## config.mk

```make
export PLATFORM = sky130hd
export DESIGN_NAME = serial_rx8
export DESIGN_NICKNAME = d
export VERILOG_FILES = /design/src/rtl/serial_rx8.sv
export SDC_FILE = /design/constraint.sdc
export NUM_CORES = 1
export LEC_CHECK = 0
export BUFFER_PORTS_ARGS = -buffer_cell sky130_fd_sc_hd__buf_2
export CORE_MARGIN = 3
export CORE_UTILIZATION = 51
export DETAILED_ROUTE_END_ITERATION = 16
export MAX_ROUTING_LAYER = met4
export PLACE_DENSITY_LB_ADDON = 0.15
export REMOVE_ABC_BUFFERS = 1
export SYNTH_ARGS = -nofsm -noshare
export SYNTH_HDL_FRONTEND = slang
export SYNTH_SLANG_ARGS = --single-unit
```

## constraint.sdc

```tcl
create_clock -name clk -period 3.2 [get_ports clk]
set_input_delay 0.48 -clock clk [delete_from_list [all_inputs] [get_ports clk]]
set_output_delay 0.48 -clock clk [all_outputs]
set_load 0.1 [all_outputs]
```

## src/rtl/serial_rx8.sv

```systemverilog
// serial_rx8: frame receiver (start 0, DATA_W data bits LSB first, optional even parity, stop 1).
// Define PARITY_EN to add the parity slot and par_err reporting; default build has no parity.
module serial_rx8 #(
    parameter int DATA_W = 8
) (
    input  logic              clk,
    input  logic              rst,
    input  logic              bit_en,
    input  logic              sin,
    output logic [DATA_W-1:0] data,
    output logic              valid,
    output logic              frm_err,
    output logic              par_err,
    output logic              busy
);

    // state  | meaning
    // IDLE   | line idle, waiting for a start bit
    // DATA   | shifting data bits in, LSB first
    // PARITY | sampling the parity bit (PARITY_EN builds only)
    // STOP   | sampling the stop bit, then reporting the frame result
    typedef enum logic [1:0] {
        IDLE   = 2'd0,
        DATA   = 2'd1,
        PARITY = 2'd2,
        STOP   = 2'd3
    } state_t;

    localparam logic [3:0] LAST_BIT = 4'(DATA_W - 1);

    state_t            state;
    logic [DATA_W-1:0] shr;
    logic [3:0]        cnt;

`ifdef PARITY_EN
    logic par_bit;
    logic par_ok;

    // Even parity: data bits and parity bit together must XOR to zero.
    assign par_ok = ~((^shr) ^ par_bit);
`else
    assign par_err = 1'b0;
`endif

    always_ff @(posedge clk) begin
        if (rst) begin
            state   <= IDLE;
            shr     <= '0;
            cnt     <= '0;
            data    <= '0;
            valid   <= 1'b0;
            frm_err <= 1'b0;
            busy    <= 1'b0;
`ifdef PARITY_EN
            par_bit <= 1'b0;
            par_err <= 1'b0;
`endif
        end else begin
            valid   <= 1'b0;
            frm_err <= 1'b0;
`ifdef PARITY_EN
            par_err <= 1'b0;
`endif
            if (bit_en) begin
                unique case (state)
                    IDLE: begin
                        if (!sin) begin
                            state <= DATA;
                            cnt   <= '0;
                            busy  <= 1'b1;
                        end
                    end
                    DATA: begin
                        shr <= {sin, shr[DATA_W-1:1]};
                        cnt <= cnt + 4'd1;
                        if (cnt == LAST_BIT) begin
`ifdef PARITY_EN
                            state <= PARITY;
`else
                            state <= STOP;
`endif
                        end
                    end
`ifdef PARITY_EN
                    PARITY: begin
                        par_bit <= sin;
                        state   <= STOP;
                    end
`endif
                    STOP: begin
                        state   <= IDLE;
                        busy    <= 1'b0;
                        frm_err <= ~sin;
`ifdef PARITY_EN
                        par_err <= ~par_ok;
                        if (sin && par_ok) begin
                            data  <= shr;
                            valid <= 1'b1;
                        end
`else
                        if (sin) begin
                            data  <= shr;
                            valid <= 1'b1;
                        end
`endif
                    end
                    default: begin
                        state <= IDLE;
                        busy  <= 1'b0;
                    end
                endcase
            end
        end
    end

endmodule
```

==> impl_metrics.tcl <==
set metrics [dict create \
    fin_cells 151 \
    vias 759 \
    crit_required_ns 2.72 \
    setup.worst_path.start_class "flop" \
    max-vdd-ir-drop_mv 0.255 \
    grt_pass1_vias 664 \
    cts_tree "built" \
    cts_setup_buffers 0 \
    cts_sinks 25 \
    core_um2 1760 \
    dieArea_um2 2480 \
    synth-edff-count 0 \
    place_congestion 0.827 \
    overflow 0 \
    drt-initial-drc-count 10 \
    fin_skew_ns 0.00621 \
    dpl.hpwl_um 1160 \
    cts.path.max_buffers 2 \
    dpl_cell_area_um2 1020 \
    cp_cell_sequence "buf_2" \
    drc_errors 0 \
    cp-end-kind "primary output" \
    io_buffers 14 \
    area_growth_pct 7.28 \
    hp-class "input port to flop" \
    grt_pass1_wl_um 2880 \
    totalWireLength_um 1670 \
    finalHoldViolCount 0 \
    max_stage_delay_ns 0.43 \
    dp_cells 147 \
    drtPass1Iterations 4 \
    critical_path_buf_inv_count 1 \
    ant_nets 0 \
    netlist_instances 116 \
    cts_resized 0 \
    p_leak_nw 0.386 \
    worst_slack_ns 1.63 \
    synth-seq-cells 25 \
    clock_latency_ns 0.31 \
    period_needed_ns 1.57 \
    wl_per_cell_um 11.1 \
    hold_buffers 0 \
    ys_seq_area_frac 0.511 \
    die_h_um 49.8 \
    grt_use_total 0.155 \
    ys_top_cells_by_count "nand2_1 (34), dfxtp_1 (25), a21oi_1 (20), nor2b_1 (4)" \
    drive_above_1_share 0.151 \
    crit_fanout 2 \
    avgSynthCellArea_um2 8.45 \
    fin_area_um2 1050 \
    synth_ff_type "dfxtp_1" \
    cts_root_buf "clkbuf_4" \
    synth_most_common_cell "nand2_1" \
    slew_violations 0 \
    arrival_ns 1.09 \
    drv_cap 0 \
    htree_levels 1 \
    die_w_um 49.8 \
    power.density_cell_area_nw_per_um2 464 \
    initial_core_util 0.555 \
    rsz0062_at_grt "no" \
    finalNetCount 132 \
    netlist_area_um2 980 \
    ys_async_sr_fraction 0 \
    crit_type "flop to primary output" \
    cpMaxStageDelayCell "buf_2" \
    min_period_over_period 0.492 \
    fin_util 0.596 \
    cp_top_family "buffers and inverters" \
    fillers 182 \
    setup_viol 0 \
    synth_top_cell_by_area "dfxtp_1" \
    grt_max_degree 25 \
    rows 15 \
    place_ws_ns 1.73 \
    yosys.cell_types.count 25 \
    path_clk_slew_ns 0.13 \
    pin_count 16 \
    fmax_mhz 635 \
    ys_warn_count 0 \
    antenna_found_initial 0 \
    num_antenna_cells 0 \
    synthTopCellsByArea "dfxtp_1 (51%), nand2_1 (13%), a21oi_1 (10%)" \
    status "finished, final reports clean" \
    viasPerCell 5.03 \
    fin_tns_setup_ns 0 \
    cts_made_buffers 3 \
    yosysTopAreaCellShare 0.511 \
]
-- path summary, 6_finish.rpt --
path,from,to,slack (ns),cells past startpoint
worst max-delay path,data[3],data[3],1.63,1
worst min-delay path,sin,frm_err,0.39,2
worst max register to register,state[0],cnt[3],1.84,3
worst min register to register,data[7],data[7],0.46,2
-- routing by layer --
layer  part of all wire  track usage  vias to the layer above
met1               0.51        0.197                      336
met2               0.44        0.236                       12
li1                   -            -                      409
met4             0.0090       0.0829                        0
met5                  0            -                        -
met3              0.038       0.0272                        2
-- stage by stage --
stage          power [mW]  hold WS (ns)
2_1_floorplan       0.345         0.426
3_3_place_gp        0.356         0.438
3_5_place_dp        0.357         0.444
4_1_cts             0.494         0.379
5_1_grt             0.505         0.393
6_report            0.488         0.390
-- layout by cell type (no fill, tap or decap), types with 2 or more instances in the layout --
| cell | count |
|---|---|
| nand2_1 | 34 |
| dfxtp_1 | 25 |
| a21oi_1 | 20 |
| buf_2 | 14 |
| nor2b_1 | 4 |
| nand3_1 | 3 |
| nor2_1 | 3 |
| o21ai_0 | 3 |
| clkbuf_4 | 3 |
| nor4bb_1 | 2 |
| o21a_1 | 2 |
-- where the power goes --
group          internal, mW  switching (mW)  total (mW)
clock                0.0467          0.0911       0.138
sequential            0.314         0.00355       0.318
combinational       0.00659          0.0254      0.0320
total                 0.368           0.120       0.488
-- sequential cells by signal, summed over array words and instances (netlist names) --
name	cells
busy	1
state	2
data	8
shr	8
valid	1
frm_err	1
cnt	4
-- layout make-up --
class	instances	area, µm²	share of cell area
Multi-Input combinational cell	83	422	0.401
Sequential cell	25	500	0.476
Timing Repair Buffer	14	70.1	0.0667
Clock inverter	1	5.00	0.00476
Tap cell	25	31.3	0.0298
Clock buffer	3	22.5	0.0214
-- cells by family (layout without fill, tap and decap cells) --
group                    Yosys count  after routing  share of synthesized area
AND/OR/NAND/NOR                   53             53                      0.255
AO/OA/AOI/OAI                     28             28                      0.158
flip-flops                        25             25                      0.511
buffers and inverters              8             18                     0.0587
adder cells (fa/ha/maj)            1              1                     0.0128
other                              1              1                    0.00383
Note: power is estimated with default switching activity, not from simulation.
